[config.mk]
export PLATFORM = sky130hd
export DESIGN_NAME = ppu_cpu_bus_master
export DESIGN_NICKNAME = d
export VERILOG_FILES = /design/src/rtl/ppu_cpu_bus_master_pkg.sv /design/src/rtl/ppu_req_fifo.sv /design/src/rtl/ppu_cpu_bus_master.sv
export SDC_FILE = /design/constraint.sdc
export NUM_CORES = 1
export LEC_CHECK = 0
export CELL_PAD_IN_SITES_DETAIL_PLACEMENT = 1
export CELL_PAD_IN_SITES_GLOBAL_PLACEMENT = 2
export CORE_MARGIN = 2
export CORE_UTILIZATION = 37
export DETAILED_ROUTE_END_ITERATION = 12
export GPL_ROUTABILITY_DRIVEN = 0
export HOLD_SLACK_MARGIN = 0.03
export PLACE_DENSITY = 0.79
export REMOVE_ABC_BUFFERS = 1
export SLEW_MARGIN = 20
export SYNTH_ARGS = -nofsm -noshare
export SYNTH_HDL_FRONTEND = slang
export SYNTH_HIERARCHICAL = 1
export SYNTH_SLANG_ARGS = --single-unit
export TNS_END_PERCENT = 50
[constraint.sdc]
create_clock -name CLK -period 2.3 [get_ports CLK]
set_input_delay 0.345 -clock CLK [delete_from_list [all_inputs] [get_ports CLK]]
set_output_delay 0.345 -clock CLK [all_outputs]
set_load 0.01 [all_outputs]
[src/rtl/ppu_cpu_bus_master_pkg.sv]
// Purpose: shared types and constants for the PPU CPU-side bus master.
// Latency: n/a (declarations only).
// Backpressure: n/a.
package ppu_cpu_bus_master_pkg;

    // One queued register access; packed so it can travel through a generic FIFO.
    typedef struct packed {
        logic       we;
        logic [2:0] rs;
        logic [7:0] wdata;
    } req_t;

    // Bus-cycle FSM encoding.
    typedef logic [1:0] state_t;
    localparam state_t ST_IDLE   = 2'd0;
    localparam state_t ST_SETUP  = 2'd1;
    localparam state_t ST_STROBE = 2'd2;
    localparam state_t ST_HOLD   = 2'd3;

    // PPU register indices as seen on RS.
    localparam logic [2:0] PPUCTRL   = 3'd0;
    localparam logic [2:0] PPUMASK   = 3'd1;
    localparam logic [2:0] PPUSTATUS = 3'd2;
    localparam logic [2:0] OAMADDR   = 3'd3;
    localparam logic [2:0] OAMDATA   = 3'd4;
    localparam logic [2:0] PPUSCROLL = 3'd5;
    localparam logic [2:0] PPUADDR   = 3'd6;
    localparam logic [2:0] PPUDATA   = 3'd7;

    // Largest of three phase lengths; sizes the shared phase counter.
    function automatic int max3(input int a, input int b, input int c);
        int m;
        m = (a > b) ? a : b;
        return (m > c) ? m : c;
    endfunction

endpackage

[src/rtl/ppu_req_fifo.sv]
// Purpose: small synchronous in-order FIFO with wrap-bit pointers.
// Latency: push visible at the head one cycle after the accepting edge; head read is combinational.
// Backpressure: push ignored while full, pop ignored while empty.
module ppu_req_fifo #(
    parameter int DEPTH = 4,
    parameter int WIDTH = 12
) (
    input  logic             clk,
    input  logic             rst,
    input  logic             push_vld,
    input  logic [WIDTH-1:0] push_dat,
    input  logic             pop,
    output logic [WIDTH-1:0] pop_dat,
    output logic             full,
    output logic             empty
);

    localparam int AW = $clog2(DEPTH);
    localparam int PW = AW + 1;

    logic [PW-1:0]    wptr;
    logic [PW-1:0]    rptr;
    logic [WIDTH-1:0] mem [DEPTH];
    logic             do_push;
    logic             do_pop;

    assign do_push = push_vld && !full;
    assign do_pop  = pop && !empty;

    // Same index with opposite wrap bits means every slot is occupied.
    assign full    = (wptr[AW] != rptr[AW]) && (wptr[AW-1:0] == rptr[AW-1:0]);
    assign empty   = (wptr == rptr);
    assign pop_dat = mem[rptr[AW-1:0]];

    // Pointer update; reset discards anything still queued.
    always_ff @(posedge clk) begin
        if (rst) begin
            wptr <= '0;
            rptr <= '0;
        end else begin
            if (do_push) wptr <= wptr + PW'(1);
            if (do_pop)  rptr <= rptr + PW'(1);
        end
    end

    // Storage write; contents are don't-care until the pointers cover them.
    always_ff @(posedge clk) begin
        if (do_push) mem[wptr[AW-1:0]] <= push_dat;
    end

endmodule

[src/rtl/ppu_cpu_bus_master.sv]
// Purpose: turns a valid/ready register-access stream into timed PPU RS/RnW/n_DBE/D cycles; syncs n_INT to irq.
// Latency: n_DBE falls SETUP_CYC+1 edges after acceptance; read data returns STROBE_CYC edges later; irq 2 edges.
// Backpressure: req_ready = FIFO not full; accesses drain one at a time with an IDLE cycle between them.
module ppu_cpu_bus_master
    import ppu_cpu_bus_master_pkg::*;
#(
    parameter int DEPTH      = 4,
    parameter int SETUP_CYC  = 2,
    parameter int STROBE_CYC = 4,
    parameter int HOLD_CYC   = 1
) (
    input  logic       CLK,
    input  logic       RES,
    input  logic       req_valid,
    output logic       req_ready,
    input  logic       req_we,
    input  logic [2:0] req_rs,
    input  logic [7:0] req_wdata,
    output logic       rd_valid,
    output logic [7:0] rd_data,
    output logic       busy,
    output logic [2:0] RS,
    output logic       RnW,
    output logic       n_DBE,
    output logic [7:0] D_out,
    output logic       D_oe,
    input  logic [7:0] D_in,
    input  logic       n_INT,
    output logic       irq
);

    localparam int CMAX = max3(SETUP_CYC, STROBE_CYC, HOLD_CYC);
    localparam int CW   = $clog2(CMAX + 1);

    state_t        state;
    logic [CW-1:0] cnt;
    logic          cur_we;
    req_t          req_in;
    req_t          head;
    logic          fifo_full;
    logic          fifo_empty;
    logic          pop;
    logic          sync1;
    logic          sync2;

    assign req_in    = '{we: req_we, rs: req_rs, wdata: req_wdata};
    assign req_ready = ~fifo_full;
    assign pop       = (state == ST_IDLE) && !fifo_empty;
    assign busy      = (state != ST_IDLE) || !fifo_empty;
    assign irq       = ~sync2;

    ppu_req_fifo #(
        .DEPTH (DEPTH),
        .WIDTH ($bits(req_t))
    ) u_fifo (
        .clk      (CLK),
        .rst      (RES),
        .push_vld (req_valid),
        .push_dat (req_in),
        .pop      (pop),
        .pop_dat  (head),
        .full     (fifo_full),
        .empty    (fifo_empty)
    );

    // Bus-cycle sequencer: phase counter is reloaded with (length-1) on every phase entry.
    always_ff @(posedge CLK) begin
        if (RES) begin
            state    <= ST_IDLE;
            cnt      <= '0;
            cur_we   <= 1'b0;
            RS       <= '0;
            RnW      <= 1'b1;
            n_DBE    <= 1'b1;
            D_out    <= '0;
            D_oe     <= 1'b0;
            rd_valid <= 1'b0;
            rd_data  <= '0;
        end else begin
            rd_valid <= 1'b0;
            case (state)
                ST_IDLE: begin
                    n_DBE <= 1'b1;
                    if (pop) begin
                        state  <= ST_SETUP;
                        cnt    <= CW'(SETUP_CYC - 1);
                        cur_we <= head.we;
                        RS     <= head.rs;
                        RnW    <= ~head.we;
                        D_out  <= head.wdata;
                        D_oe   <= head.we;
                    end else begin
                        // RS and D_out keep their last values to avoid pad toggling.
                        RnW  <= 1'b1;
                        D_oe <= 1'b0;
                    end
                end
                ST_SETUP: begin
                    if (cnt == '0) begin
                        state <= ST_STROBE;
                        cnt   <= CW'(STROBE_CYC - 1);
                        n_DBE <= 1'b0;
                    end else begin
                        cnt <= cnt - CW'(1);
                    end
                end
                ST_STROBE: begin
                    if (cnt == '0) begin
                        state <= ST_HOLD;
                        cnt   <= CW'(HOLD_CYC - 1);
                        n_DBE <= 1'b1;
                        if (!cur_we) begin
                            rd_data  <= D_in;
                            rd_valid <= 1'b1;
                        end
                    end else begin
                        cnt <= cnt - CW'(1);
                    end
                end
                ST_HOLD: begin
                    if (cnt == '0) begin
                        state <= ST_IDLE;
                        cnt   <= '0;
                        RnW   <= 1'b1;
                        D_oe  <= 1'b0;
                    end else begin
                        cnt <= cnt - CW'(1);
                    end
                end
                default: state <= ST_IDLE;
            endcase
        end
    end

    // Two-flop synchroniser for the asynchronous active-low interrupt; idles deasserted.
    always_ff @(posedge CLK) begin
        if (RES) begin
            sync1 <= 1'b1;
            sync2 <= 1'b1;
        end else begin
            sync1 <= n_INT;
            sync2 <= sync1;
        end
    end

endmodule
==> reports/metrics.cfg <==
[routing]
wire_per_inst_um = 16.03
drtIter0Drc = 98
first_pass_iters = 4
post-route-drc-count = 0
drt.antenna.violating_nets = 0
num_vias = 2396
via_per_inst = 5.002
wl_um = 7679

[critical_path]
rr_worst_depth = 7
crit_arrival_ns = 1.82
crit_family = buffers and inverters
crit_end = req_ready
crit_start = u_fifo/wptr[0]
startpoint_type = flop
crit_buf_inv = 3
crit_cells = 6
crit_chain = xnor2_1, nand2_1, buf_4, nor2_1, inv_1, clkdlybuf4s50_1
ff2ff_setup_slack_ns = 0.42
endpoint_kind = output pin
critical_path_class = reg -> out
reg2reg_from = u_fifo/wptr[2]
cp.required_ns = 1.96
cpMaxStageDelayCell = clkdlybuf4s50_1
path_max_fanout = 7
cpPeakStageDelay_ns = 0.47

[sta]
finalClockSkew_ns = 0.01331
period_share = 0.9418
finalHoldViolations = 0
relSlewSlack = 0.6457
slew_viol_final = 0
setup_tns_ns = 0
rsz0062_at_grt = no
setup_ws_ns = 0.1340
max_freq_mhz = 461.7
post-route-min-period_ns = 2.166
worst_pin_slew_ns = 0.5304
finalSetupViolations = 0

[cts]
clock_sinks = 87
clk_pin_slew_ns = 0.09
insertion_delay_ns = 0.36
cts_max_path_buffers = 2
post-cts-setup-buffers = 0
cts_tree = done
cts_root_buffer = clkbuf_8
cts-resized-gates = 2
cts_made_buffers = 9
cts_max_level = 3
cts_hold_buf = 0

[synth]
syn_area_mm2 = 0.003586
synth_largest_area_cell = edfxtp_1
synthFlopType = edfxtp_1
yosysWarnings = 6
synth_most_common_cell = edfxtp_1
synthTopCellsByArea = edfxtp_1 (40%), dfxtp_1 (22%), mux4_2 (7.5%), ha_1 (3.5%), a21oi_1 (3.2%)
postSynthAreaPerCell_um2 = 12.81
synth_top_cell_area_share = 0.4020
synth_edf_count = 48
synth.distinct_cells = 46
syn_inst = 280
ys_seq_area_frac = 0.6197
synthArstFlopShare = 0
synth_seq_cells = 87
yosys-top-cells-count = edfxtp_1 (48), dfxtp_1 (39), nand2_1 (30)

[power_and_ir_drop]
p_leak_nw = 1.586
cellPowerDensity_mw_per_mm2 = 1142
p_total_mw = 5.179
ir_drop_mv = 0.6156

[global_route]
antenna_found_initial = 0
grt_pass1_wl_um = 12300
grt-ovfl-total = 0
grt.total_usage = 0.1581
grt_pass1_vias = 2435
grt_max_degree = 44

[status]
outcome = complete, no violations

[layout]
stdcell_area_mm2 = 0.004534
fin_nets = 379
stdcell_count = 479
drive_above_1_share = 0.1486
diodes = 0
syn2layout_area_growth_pct = 26.45

[floorplan]
fp.dieH_um = 102.4
die_area_mm2 = 0.01050
ios = 50
core_area_mm2 = 0.009328
start_util = 0.3844
die_w_um = 102.4
rows = 35

[place]
dp_slack_ns = 0.3216
io_buffers = 49
dpl_cell_area_mm2 = 0.004307
dp_cells = 463
hpwl_um = 5241

[min_path]
hp-class = reg -> reg

[job]
drv_cap = 0

[through the flow]
stage,utilization,hold slack (ns)
floorplan,-,0.3832
global placement,0.4617,0.3869
detailed placement,0.4617,0.3959
CTS,0.4848,0.4192
global route,0.4861,0.4282
finish,0.4861,0.4123
[placed cells by master, fill, tap and decap left out, types with 2 or more instances in the layout]
cell	n
a211o_1	2
a21oi_1	23
a31oi_1	6
a41oi_1	2
and2_1	3
buf_4	16
clkbuf_8	10
clkdlybuf4s50_1	48
clkinvlp_4	2
dfxtp_1	38
edfxtp_1	48
ha_1	10
inv_1	11
inv_6	2
mux4_2	12
nand2_1	30
nand2b_1	5
nand3_1	11
nand3b_1	2
nand4_1	2
nor2_1	4
nor3_1	3
nor3b_1	5
o211ai_1	7
o21ai_0	4
o21ai_1	11
o31a_1	2
or2_1	3
or3_1	2
xnor2_1	2
xor2_1	3
[layer usage]
layer | up-vias | track usage | wire [um]
met2 | 37 | 0.2624 | 3908
met5 | - | 0 | 0
met4 | 0 | 0.05846 | 86
li1 | 1163 | - | -
met1 | 1191 | 0.1996 | 3410
met3 | 5 | 0.04036 | 273
[kinds of logic (layout without fill, tap and decap cells)]
family,count (synthesis),in the layout,synth area share
fa+ha+maj,10,10,0.03489
buf+inv,24,94,0.03245
mux,13,13,0.07816
flops,87,87,0.6197
xor+xnor,6,6,0.01466
simple gates,78,78,0.1158
compound gates,62,62,0.1043
[sequential cells by signal, indices dropped and copies added (netlist names), named ones only]
signal and cells:
sync1 1, D_oe 1, state 2, u_fifo/rptr 3, u_fifo/wptr 3, RnW 1
rd_valid 1, u_fifo/mem 48, cnt 3, n_DBE 1, D_out 8, cur_we 1
RS 3, sync2 1, rd_data 8
[report_power, final]
| part | leakage, nW | internal (mW) | switching (mW) |
|---|---|---|---|
| registers | 0.760 | 1.95 | 0.167 |
| logic | 0.725 | 0.873 | 1.06 |
| clock network | 0.101 | 0.547 | 0.583 |
[worst reg2reg max path, stage by stage (launching register included)]
cell      delay (ns)
dfxtp_1         0.43
xor2_1          0.24
nor2_2          0.08
nand2b_1        0.17
inv_2           0.29
nor3b_1         0.29
o21ai_0         0.17
o211ai_1        0.14
[area by class of cell]
| cell class | instances | area (um2) |
|---|---|---|
| flip-flops and latches | 87 | 2226 |
| repair buffers | 66 | 633.1 |
| fillers | 982 | 4793 |
| clock buffers | 10 | 137.6 |
| well taps | 129 | 161.4 |
| inverters | 12 | 45.04 |
| clock inverters | 6 | 73.82 |
| multi-input cells | 169 | 1257 |
[worst min-delay path by stage]
stage / start / to / slack (ns) / depth (start not counted)
6_report: sync1 / sync2 / 0.41 / 1
5_1_grt: sync1 / sync2 / 0.43 / 1
4_1_cts: sync1 / sync2 / 0.42 / 1
3_5_place_dp: sync1 / sync2 / 0.40 / 1
3_3_place_gp: sync1 / sync2 / 0.39 / 1
2_1_floorplan: sync1 / sync2 / 0.38 / 1
No activity file was read; power rests on OpenSTA's default activity.
